## src/rtl/mcs4_timing_pkg.sv

```systemverilog
// Shared timing definitions for the MCS-4 clock controller: phase and state
// encodings plus the default 4004 clock-period shape in sysclk ticks.
package mcs4_timing_pkg;

    typedef enum logic [2:0] {
        PH_A1 = 3'd0,
        PH_A2 = 3'd1,
        PH_A3 = 3'd2,
        PH_M1 = 3'd3,
        PH_M2 = 3'd4,
        PH_X1 = 3'd5,
        PH_X2 = 3'd6,
        PH_X3 = 3'd7
    } phase_e;

    typedef enum logic [2:0] {
        ST_POC,
        ST_RUN,
        ST_HALTING,
        ST_HALTED,
        ST_STEP
    } state_e;

    localparam int DEF_PERIOD     = 68;
    localparam int DEF_CLK1_W     = 19;
    localparam int DEF_CLK2_START = 34;
    localparam int DEF_CLK2_W     = 19;
    localparam int DEF_POC_CYCLES = 64;

endpackage

```

## src/rtl/mcs4_clock_controller_if.sv

```systemverilog
// Board-side signal bundle of the clock controller: run/step/sync in,
// two-phase clocks, power-on clear and status out.
interface mcs4_clock_controller_if;

    logic        run;
    logic        step;
    logic        sync;
    logic        clk1_pad;
    logic        clk2_pad;
    logic        poc_pad;
    logic [2:0]  phase;
    logic        halted;
    logic        sync_err;
    logic [15:0] instr_count;

    modport master (
        input  run, step, sync,
        output clk1_pad, clk2_pad, poc_pad, phase, halted, sync_err, instr_count
    );

    modport slave (
        output run, step, sync,
        input  clk1_pad, clk2_pad, poc_pad, phase, halted, sync_err, instr_count
    );

endinterface

```

## src/rtl/mcs4_twophase_gen.sv

```systemverilog
// Period tick counter with hold/restart and registered non-overlapping
// clk1/clk2 decodes; at_end flags the last tick of a period.
module mcs4_twophase_gen #(
    parameter int PERIOD     = 68,
    parameter int CLK1_W     = 19,
    parameter int CLK2_START = 34,
    parameter int CLK2_W     = 19
) (
    input  logic sysclk,
    input  logic reset,
    input  logic advance,
    input  logic restart,
    output logic clk1,
    output logic clk2,
    output logic at_end
);

    localparam int                TC_W    = $clog2(PERIOD);
    localparam logic [TC_W-1:0]   TC_LAST = TC_W'(PERIOD - 1);

    logic [TC_W-1:0] tc_q, tc_d;
    logic            clk1_q, clk1_d;
    logic            clk2_q, clk2_d;

    always_comb begin
        tc_d = tc_q;
        if (restart) begin
            tc_d = '0;
        end else if (advance) begin
            tc_d = (tc_q == TC_LAST) ? '0 : tc_q + TC_W'(1);
        end
        // A held counter parks on TC_LAST, which decodes to both clocks low.
        clk1_d = (int'(tc_q) < CLK1_W);
        clk2_d = (int'(tc_q) >= CLK2_START) && (int'(tc_q) < CLK2_START + CLK2_W);
    end

    always_ff @(posedge sysclk or posedge reset) begin
        if (reset) begin
            tc_q   <= '0;
            clk1_q <= 1'b0;
            clk2_q <= 1'b0;
        end else begin
            tc_q   <= tc_d;
            clk1_q <= clk1_d;
            clk2_q <= clk2_d;
        end
    end

    assign clk1   = clk1_q;
    assign clk2   = clk2_q;
    assign at_end = (tc_q == TC_LAST);

endmodule

```

## src/rtl/mcs4_clock_controller.sv

```systemverilog
// MCS-4 clock controller: run/halt/step sequencing, 8-phase tracking with
// sync resynchronisation, power-on clear and instruction-cycle counting.
import mcs4_timing_pkg::*;

module mcs4_clock_controller #(
    parameter int PERIOD     = DEF_PERIOD,
    parameter int CLK1_W     = DEF_CLK1_W,
    parameter int CLK2_START = DEF_CLK2_START,
    parameter int CLK2_W     = DEF_CLK2_W,
    parameter int POC_CYCLES = DEF_POC_CYCLES
) (
    input  logic                     sysclk,
    input  logic                     reset,
    mcs4_clock_controller_if.master  bus
);

    localparam int              PC_W    = $clog2(POC_CYCLES + 1);
    localparam logic [PC_W-1:0] PC_LAST = PC_W'(POC_CYCLES - 1);

    state_e           state_q, state_d;
    phase_e           phase_q, phase_d, nxt_phase;
    logic             poc_q, poc_d;
    logic [PC_W-1:0]  poc_cnt_q, poc_cnt_d;
    logic             halted_q, halted_d;
    logic             sync_err_q, sync_err_d;
    logic [15:0]      instr_count_q, instr_count_d;
    logic             running, advance, restart, hold, boundary, at_end;
    logic             clk1, clk2;

    mcs4_twophase_gen #(
        .PERIOD     (PERIOD),
        .CLK1_W     (CLK1_W),
        .CLK2_START (CLK2_START),
        .CLK2_W     (CLK2_W)
    ) u_gen (
        .sysclk  (sysclk),
        .reset   (reset),
        .advance (advance),
        .restart (restart),
        .clk1    (clk1),
        .clk2    (clk2),
        .at_end  (at_end)
    );

    assign running = (state_q != ST_HALTED);
    assign advance = running && !hold;

    always_comb begin
        state_d       = state_q;
        phase_d       = phase_q;
        poc_d         = poc_q;
        poc_cnt_d     = poc_cnt_q;
        halted_d      = halted_q;
        sync_err_d    = sync_err_q;
        instr_count_d = instr_count_q;
        restart       = 1'b0;
        hold          = 1'b0;
        boundary      = running && at_end;
        nxt_phase     = bus.sync ? PH_A1 : phase_e'(phase_q + 3'd1);

        if (boundary) begin
            phase_d = nxt_phase;
            if (bus.sync && (phase_q != PH_X3)) sync_err_d = 1'b1;
            if (nxt_phase == PH_A1) instr_count_d = instr_count_q + 16'd1;
        end

        unique case (state_q)
            ST_POC: begin
                if (boundary) begin
                    if (poc_cnt_q == PC_LAST) begin
                        poc_d   = 1'b0;
                        state_d = ST_RUN;
                    end else begin
                        poc_cnt_d = poc_cnt_q + PC_W'(1);
                    end
                end
            end
            ST_RUN: begin
                if (!bus.run) state_d = ST_HALTING;
            end
            ST_HALTING, ST_STEP: begin
                // Stop only on the boundary into A1; the counter parks on its
                // last tick so both clocks are already low and no pulse is cut.
                if (bus.run) begin
                    state_d = ST_RUN;
                end else if (boundary && (nxt_phase == PH_A1)) begin
                    hold     = 1'b1;
                    phase_d  = PH_X3;
                    halted_d = 1'b1;
                    state_d  = ST_HALTED;
                end
            end
            ST_HALTED: begin
                if (bus.run || bus.step) begin
                    state_d  = bus.run ? ST_RUN : ST_STEP;
                    restart  = 1'b1;
                    phase_d  = PH_A1;
                    halted_d = 1'b0;
                end
            end
            default: state_d = ST_POC;
        endcase
    end

    always_ff @(posedge sysclk or posedge reset) begin
        if (reset) begin
            state_q       <= ST_POC;
            phase_q       <= PH_X3;
            poc_q         <= 1'b1;
            poc_cnt_q     <= '0;
            halted_q      <= 1'b0;
            sync_err_q    <= 1'b0;
            instr_count_q <= '0;
        end else begin
            state_q       <= state_d;
            phase_q       <= phase_d;
            poc_q         <= poc_d;
            poc_cnt_q     <= poc_cnt_d;
            halted_q      <= halted_d;
            sync_err_q    <= sync_err_d;
            instr_count_q <= instr_count_d;
        end
    end

    assign bus.clk1_pad    = clk1;
    assign bus.clk2_pad    = clk2;
    assign bus.poc_pad     = poc_q;
    assign bus.phase       = phase_q;
    assign bus.halted      = halted_q;
    assign bus.sync_err    = sync_err_q;
    assign bus.instr_count = instr_count_q;

endmodule

```

## src/flat_wrapper.sv

```systemverilog
// flat-port wrapper written by rule: the top's interface ports become plain ports
module mcs4_clock_controller_flat 
#(
    parameter int PERIOD     = DEF_PERIOD,
    parameter int CLK1_W     = DEF_CLK1_W,
    parameter int CLK2_START = DEF_CLK2_START,
    parameter int CLK2_W     = DEF_CLK2_W,
    parameter int POC_CYCLES = DEF_POC_CYCLES
)
  (sysclk, reset, bus_run, bus_step, bus_sync, bus_clk1_pad, bus_clk2_pad, bus_poc_pad, bus_phase, bus_halted, bus_sync_err, bus_instr_count);
  mcs4_clock_controller_if bus_i ();
  input  logic sysclk;
  input  logic reset;
  input wire logic [$bits(bus_i.run)-1:0] bus_run;
  input wire logic [$bits(bus_i.step)-1:0] bus_step;
  input wire logic [$bits(bus_i.sync)-1:0] bus_sync;
  output wire logic [$bits(bus_i.clk1_pad)-1:0] bus_clk1_pad;
  output wire logic [$bits(bus_i.clk2_pad)-1:0] bus_clk2_pad;
  output wire logic [$bits(bus_i.poc_pad)-1:0] bus_poc_pad;
  output wire logic [$bits(bus_i.phase)-1:0] bus_phase;
  output wire logic [$bits(bus_i.halted)-1:0] bus_halted;
  output wire logic [$bits(bus_i.sync_err)-1:0] bus_sync_err;
  output wire logic [$bits(bus_i.instr_count)-1:0] bus_instr_count;
  assign bus_i.run = bus_run;
  assign bus_i.step = bus_step;
  assign bus_i.sync = bus_sync;
  assign bus_clk1_pad = bus_i.clk1_pad;
  assign bus_clk2_pad = bus_i.clk2_pad;
  assign bus_poc_pad = bus_i.poc_pad;
  assign bus_phase = bus_i.phase;
  assign bus_halted = bus_i.halted;
  assign bus_sync_err = bus_i.sync_err;
  assign bus_instr_count = bus_i.instr_count;
  mcs4_clock_controller #(.PERIOD(PERIOD), .CLK1_W(CLK1_W), .CLK2_START(CLK2_START), .CLK2_W(CLK2_W), .POC_CYCLES(POC_CYCLES)) u_core (.sysclk(sysclk), .reset(reset), .bus(bus_i));
endmodule
```

## config.mk

```make
export PLATFORM = sky130hd
export DESIGN_NAME = mcs4_clock_controller_flat
export DESIGN_NICKNAME = d
export VERILOG_FILES = /design/src/rtl/mcs4_timing_pkg.sv /design/src/rtl/mcs4_clock_controller_if.sv /design/src/rtl/mcs4_twophase_gen.sv /design/src/rtl/mcs4_clock_controller.sv /design/src/flat_wrapper.sv
export SDC_FILE = /design/constraint.sdc
export NUM_CORES = 1
export LEC_CHECK = 0
export BUFFER_PORTS_ARGS = -buffer_cell sky130_fd_sc_hd__buf_2
export CAP_MARGIN = 20
export CORE_ASPECT_RATIO = 0.8
export CORE_MARGIN = 2
export CORE_UTILIZATION = 60
export DETAILED_ROUTE_END_ITERATION = 8
export GPL_TIMING_DRIVEN = 1
export PLACE_DENSITY = 0.83
export SLEW_MARGIN = 15
export SYNTH_ARGS = -nofsm -noshare
export SYNTH_HDL_FRONTEND = slang
export SYNTH_SLANG_ARGS = --single-unit
```

## constraint.sdc

```tcl
create_clock -name sysclk -period 5 [get_ports sysclk]
set_clock_uncertainty 0.2 [all_clocks]
set_input_delay 0.5 -clock sysclk [delete_from_list [all_inputs] [get_ports sysclk]]
set_output_delay 0.5 -clock sysclk [all_outputs]
set_load 0.02 [all_outputs]
```

==> metrics.cfg, run 1 <==
[route]
drt_wl_total_um=3950
wl_per_cell_um=14.3
drt_iter0_drc=73
route.vias.total=1632
routed-wl-met3_um=226
drc_errors=0
highest_layer=met4
m1WireLength_um=1830
ant_nets=0
met2_length_um=1840
viasPerCell=5.89
drt_pass1_iterations=4

[grt]
grt.total_usage_pct=21.7
grt_pass1_vias=1463
grt_pass1_wl_um=6810
antenna_found_initial=0
grt_max_degree=42
grt-ovfl-total=0

[worst_setup_path]
worst_setup_path_start_kind=register
r2r_slack_ns=2.11
rr_startpoint=u_core.bus.phase[0]$_DFF_PP1_
worstPathMaxFanout=13
rr_endpoint=u_core.u_gen.tc_q[1]$_DFFE_PP0P_
worst_setup_path_end_kind=register
critical_path_required_ns=4.98
crit_arrival_ns=2.87
ff2ff_path_depth=6
criticalPathCategory=register to register

[logic_synthesis]
synthCells=206
yosysSeqAreaShare_pct=48.7
yosys_most_used_dff=dfrtp_1
yosysTopAreaCell=dfrtp_1
synth_cell_type_count=46
async_flop_share_pct=100
postSynthAreaPerCell_um2=10.3
synth_edf_count=0
ys_ff_latch=41
synthesis.nets=217
synth_area_leaders=dfrtp_1 (44%), xor2_1 (6.6%), dfstp_2 (5.0%), nor3_1 (3.8%), ha_1 (3.5%)
syn-cell-area_um2=2120
yosysWarnings=0
netlist.area_leader.share_pct=43.8

[sta]
period_share_pct=57.8
whs_ns=0.114
maxSlewViolCount=0
layout_setup_ws_ns=2.11
slew_headroom_pct=42.0
tightest_slew_ns=0.867
setup_violations=0
hold_viol_final=0
fin_crit_ns=2.89
fin_tns_setup_ns=0
clock.fmax_mhz=346
rsz0062_at_grt=no

[hold_path]
hold_path.class=primary input to asynchronous set/reset pin

[floorplan]
fp.dieW_um=70.4
design.core.area_um2=3400
pin_count=29
design.die.area_um2=4020
rows=19
initial_core_util_pct=62.2
chipHeight_um=57.1

[run_status]
status=complete, no violations

[placement]
dpl.hpwl_um=2850
placed_area_um2=2270
gp_congestion=0.828
io_buffers=28
dp_slack_ns=2.15

[layout]
diodes=0
layout_commonest_cell=dfrtp_1
area_growth_pct=12.0
design_area_um2=2370
layout-drive-gt1-share_pct=22.1
nNetsFinal=245
final_cell_mix=dfrtp_1 (37), buf_2 (28), nor3_1 (16), xor2_1 (16), nand2_1 (16)

[clock_network]
cts_made_buffers=5
cts_num_sinks=41
cts_buffer_depth=2
insertion_delay_ns=0.30
cts_tree=yes
clk_pin_slew_worst_paths_ns=0.08
htreeDepth=2
cts-root-buf=clkbuf_8
ctsResizeCount=0
post_cts_buffers=0
holdBufCountCts=0

[power]
p_total_uw=797
ir_drop_uv=237
p_per_area_nw_per_um2=336
leakagePower_nw=1.20

[flow_run]
maxCapViolCount=0

layer usage:
layer | track usage [%] | vias to the layer above
li1 | - | 784
met3 | 5.30 | 6
met4 | 6.59 | 0
met5 | 0 | -
met2 | 34.6 | 44
met1 | 29.8 | 798
layout make-up:
class,count,area (µm²)
fillers,273,1030
clock inverters,1,5.00
multi-input cells,149,1010
well taps,42,52.6
repair buffers,29,148
inverters,8,30.0
flip-flops and latches,41,1030
clock buffers,7,96.3
cell families (layout without fill, tap and decap cells):
group	Yosys count	count (layout)	synth area share (%)
fa+ha+maj	6	6	3.55
mux	6	6	3.02
xor+xnor	21	21	8.69
flops	41	41	48.7
compound gates	32	32	10.5
simple gates	84	84	21.9
buf+inv	16	45	3.67
synth_stat cells (all sizes together) (2+ instances only):
| cell | count |
|---|---|
| nand3 | 7 |
| nand2 | 16 |
| mux2i | 3 |
| nor3b | 3 |
| dfrtp | 37 |
| buf | 4 |
| dfstp | 4 |
| nor4b | 2 |
| nand3b | 4 |
| o21ai | 7 |
| o211ai | 2 |
| clkbuf | 4 |
| nor2 | 15 |
| xnor2 | 5 |
| and3 | 6 |
| or3 | 4 |
| nor2b | 2 |
| nand4 | 2 |
| nor3 | 16 |
| ha | 6 |
| a31oi | 5 |
| a211oi | 2 |
| mux2 | 3 |
| a21oi | 5 |
| xor2 | 16 |
| and3b | 2 |
| inv | 8 |
critical path: stages, from the launching register on:
cell and delay (ns):
dfstp_2 0.57, ha_1 0.15, ha_1 0.23, nor3b_1 0.37
o211ai_1 0.40, o2bb2a_1 0.55, mux2_2 0.31
stage by stage:
stage	utilization [%]	cells
CTS	69.7	277
finish	69.7	277
global route	69.7	277
global placement	66.7	269
floorplan	-	206
detailed placement	66.7	269
worst max path at each step:
stage	start	end	slack (ns)	depth (start not counted)
2_1_floorplan	u_core.bus.phase[0]$_DFF_PP1_	u_core.u_gen.tc_q[1]$_DFFE_PP0P_	2.51	7
4_1_cts	u_core.bus.phase[0]$_DFF_PP1_	u_core.u_gen.tc_q[1]$_DFFE_PP0P_	2.14	6
3_3_place_gp	u_core.bus.phase[0]$_DFF_PP1_	u_core.u_gen.tc_q[1]$_DFFE_PP0P_	2.17	6
3_5_place_dp	u_core.bus.phase[0]$_DFF_PP1_	u_core.u_gen.tc_q[1]$_DFFE_PP0P_	2.15	6
5_1_grt	u_core.bus.phase[0]$_DFF_PP1_	u_core.u_gen.tc_q[1]$_DFFE_PP0P_	1.92	6
6_report	u_core.bus.phase[0]$_DFF_PP1_	u_core.u_gen.tc_q[1]$_DFFE_PP0P_	2.11	6
state kept, by name, indices dropped and copies added (netlist names):
name                    flops
u_core.bus.sync_err         1
u_core.u_gen.clk1           1
u_core.bus.poc_pad          1
u_core.state_q              3
u_core.u_gen.clk2           1
u_core.bus.instr_count     16
u_core.poc_cnt_q            7
u_core.bus.phase            3
u_core.u_gen.tc_q           7
u_core.bus.halted           1
report_power, final:
part	internal, mW	switching (mW)	total (mW)
logic	0.0573	0.0715	0.129
clock network	0.125	0.113	0.237
registers	0.374	0.0563	0.431
Power figures use the tool's default switching activity.
==> inputs of run 2 (changes only) <==
- CORE_UTILIZATION: 60 -> 57
- PLACE_DENSITY: 0.83 -> 0.79
- clock period: 5 -> 2.79 ns (I/O delays scaled with it)
==> metrics.cfg, run 2 (synthesis results as in run 1) <==
[route]
drt_iter0_drc=144  ; +97%
drc_errors=0  ; unchanged
drt_pass1_iterations=4  ; unchanged
route.vias.total=1628  ; -0.25%
viasPerCell=5.77  ; -2.0%
ant_nets=0  ; unchanged
wl_per_cell_um=14.1  ; -0.78%
drt_wl_total_um=3990  ; +1.0%

[clock_network]
post_cts_buffers=0  ; unchanged
cts_num_sinks=41  ; unchanged
cts_buffer_depth=2  ; unchanged
htreeDepth=2  ; unchanged
cts_tree=yes
clk_pin_slew_worst_paths_ns=0.07  ; about the same
insertion_delay_ns=0.30  ; about the same
cts-root-buf=clkbuf_8
cts_made_buffers=5  ; unchanged

[placement]
placed_area_um2=2290  ; +0.99%
gp_congestion=0.884  ; +6.7%
io_buffers=28  ; unchanged
dpl.hpwl_um=2790  ; -2.1%
dp.cells=272  ; +1.1%

[floorplan]
design.die.area_um2=4220  ; +4.9%
design.core.area_um2=3490  ; +2.8%
pin_count=29  ; unchanged
chipHeight_um=58.5  ; +2.4%
initial_core_util_pct=60.5  ; -1.7 points
fp.dieW_um=72.1  ; +2.5%
rows=19  ; unchanged

[worst_setup_path]
startpoint=u_core.bus.phase[0]$_DFF_PP1_
worst_setup_path_start_kind=register
rr_endpoint=u_core.u_gen.tc_q[1]$_DFFE_PP0P_
critical_path_required_ns=2.77  ; -2.21 ns
ff2ff_path_depth=6  ; unchanged
r2r_slack_ns=0.20  ; -1.91 ns
crit_path_end=u_core.u_gen.tc_q[1]$_DFFE_PP0P_
worst_setup_path_end_kind=register
criticalPathCategory=register to register
crit_arrival_ns=2.57  ; -0.30 ns
rr_startpoint=u_core.bus.phase[0]$_DFF_PP1_
worstPathMaxFanout=7  ; -6

[sta]
hold_viol_final=0  ; unchanged
slew_headroom_pct=54.8  ; +13 points
fin_tns_setup_ns=0  ; unchanged
tightest_slew_ns=0.678  ; -0.189 ns
fin_crit_ns=2.59  ; -0.299 ns
period_share_pct=92.9  ; +35 points
setup_violations=0  ; unchanged
rsz0062_at_grt=no
maxSlewViolCount=0  ; unchanged
clock.fmax_mhz=386  ; +12%

[power]
p_comb_share_pct=17.2  ; +1.0 points
switching_power_uw=428  ; +78%
leakagePower_nw=1.21  ; +0.72%
p_int_uw=954  ; +71%
seqPwrFrac_pct=56.1  ; +2.1 points
p_total_mw=1.38  ; +73%
clockPowerShare_pct=26.7  ; -3.1 points
p_per_area_nw_per_um2=578  ; +72%
switching_share_pct=31.0  ; +0.81 points
ir_drop_uv=366  ; +55%

[flow_run]
maxCapViolCount=0  ; unchanged

[grt]
grt-ovfl-total=0  ; unchanged
antenna_found_initial=0  ; unchanged
grt_pass1_wl_um=7020  ; +3.1%
grt_max_degree=42  ; unchanged
grt_pass1_vias=1530  ; +4.6%
grt.total_usage_pct=21.6  ; -0.11 points

[layout]
diodes=0  ; unchanged
multi_input_area_um2=1010  ; unchanged
layout_commonest_cell=dfrtp_1
nFillCells=272  ; -0.37%
layout-drive-gt1-share_pct=21.7  ; -0.46 points
largest_register_ffs=16  ; unchanged
design_area_um2=2390  ; +0.90%
final_cell_mix=dfrtp_1 (37), buf_2 (28), nor3_1 (16), xor2_1 (16), nand2_1 (16)
final_cells=282  ; +1.8%
finish.utilization_pct=68.4  ; -1.3 points
regArea_um2=1030  ; unchanged
nNetsFinal=250  ; +2.0%
area_growth_pct=13.0

[run_status]
status=complete, no violations

[hold_path]
hold_path.class=primary input to register

==> run 2: changes by cell type in the layout (fill, tap and decap cells not counted) <==
cell	previous run	this run
clkinv_2	1	0
buf_4	1	4
clkbuf_1	0	3
clkbuf_8	7	5
dlygate4sd3_1	0	2
==> run 2: final cells by class <==
type	count	area share [%]
Clock buffer	8	3.35
Inverter	8	1.26
Multi-Input combinational cell	149	42.1
Sequential cell	41	43.1
Tap cell	42	2.20
Timing Repair Buffer	34	7.95
==> run 2: timing repair <==
item | 4_1_cts | 5_1_grt
endpoints found under the hold margin | 38 | 0
hold buffers | 2 | 0
gates resized for setup | 0 | 0
==> run 2: worst min-delay path by stage <==
stage | from | end | slack [ns] | cells after the start
6_report | bus_sync | u_core.bus.sync_err$_DFFE_PP0P_ | 0.13 | 2
4_1_cts | bus_sync | u_core.bus.sync_err$_DFFE_PP0P_ | 0.12 | 2
3_3_place_gp | reset | u_core.poc_cnt_q[1]$_DFFE_PP0P_ | 0.23 | 3
3_5_place_dp | reset | u_core.poc_cnt_q[0]$_DFFE_PP0P_ | 0.23 | 3
5_1_grt | bus_sync | u_core.bus.sync_err$_DFFE_PP0P_ | 0.14 | 2
2_1_floorplan | bus_run | u_core.state_q[1]$_DFFE_PP0P_ | 0.15 | 1
==> run 2: worst max-delay path: stages, from the launching register on <==
cell and delay [ns]:
dfstp_2 0.56, ha_1 0.15, ha_1 0.23, nor3b_1 0.42, o211ai_1 0.16, o2bb2a_1 0.44, mux2_2 0.31
==> run 2: stage by stage <==
stage / setup WS [ns] / hold WS [ns]
2_1_floorplan: 0.304 / 0.145
3_5_place_dp: 0.286 / 0.233
3_3_place_gp: 0.382 / 0.228
4_1_cts: 0.256 / 0.121
5_1_grt: 0.0584 / 0.139
6_report: 0.197 / 0.130
==> run 2: per-layer routing <==
metal	track usage [%]	share of wire, %	wire (µm)
met5	0	0	0
met4	8.09	2.1	82
met3	5.31	4.9	196
met2	32.9	45	1780
met1	30.2	48	1930
==> run 2: power groups by stage <==
stage / Combinational [mW] / Sequential [mW] / Clock (mW)
2_1_floorplan: 0.177 / 0.773 / 0
3_3_place_gp: 0.226 / 0.779 / 0
3_5_place_dp: 0.236 / 0.782 / 0
4_1_cts: 0.240 / 0.772 / 0.377
5_1_grt: 0.269 / 0.788 / 0.399
6_report: 0.238 / 0.775 / 0.369
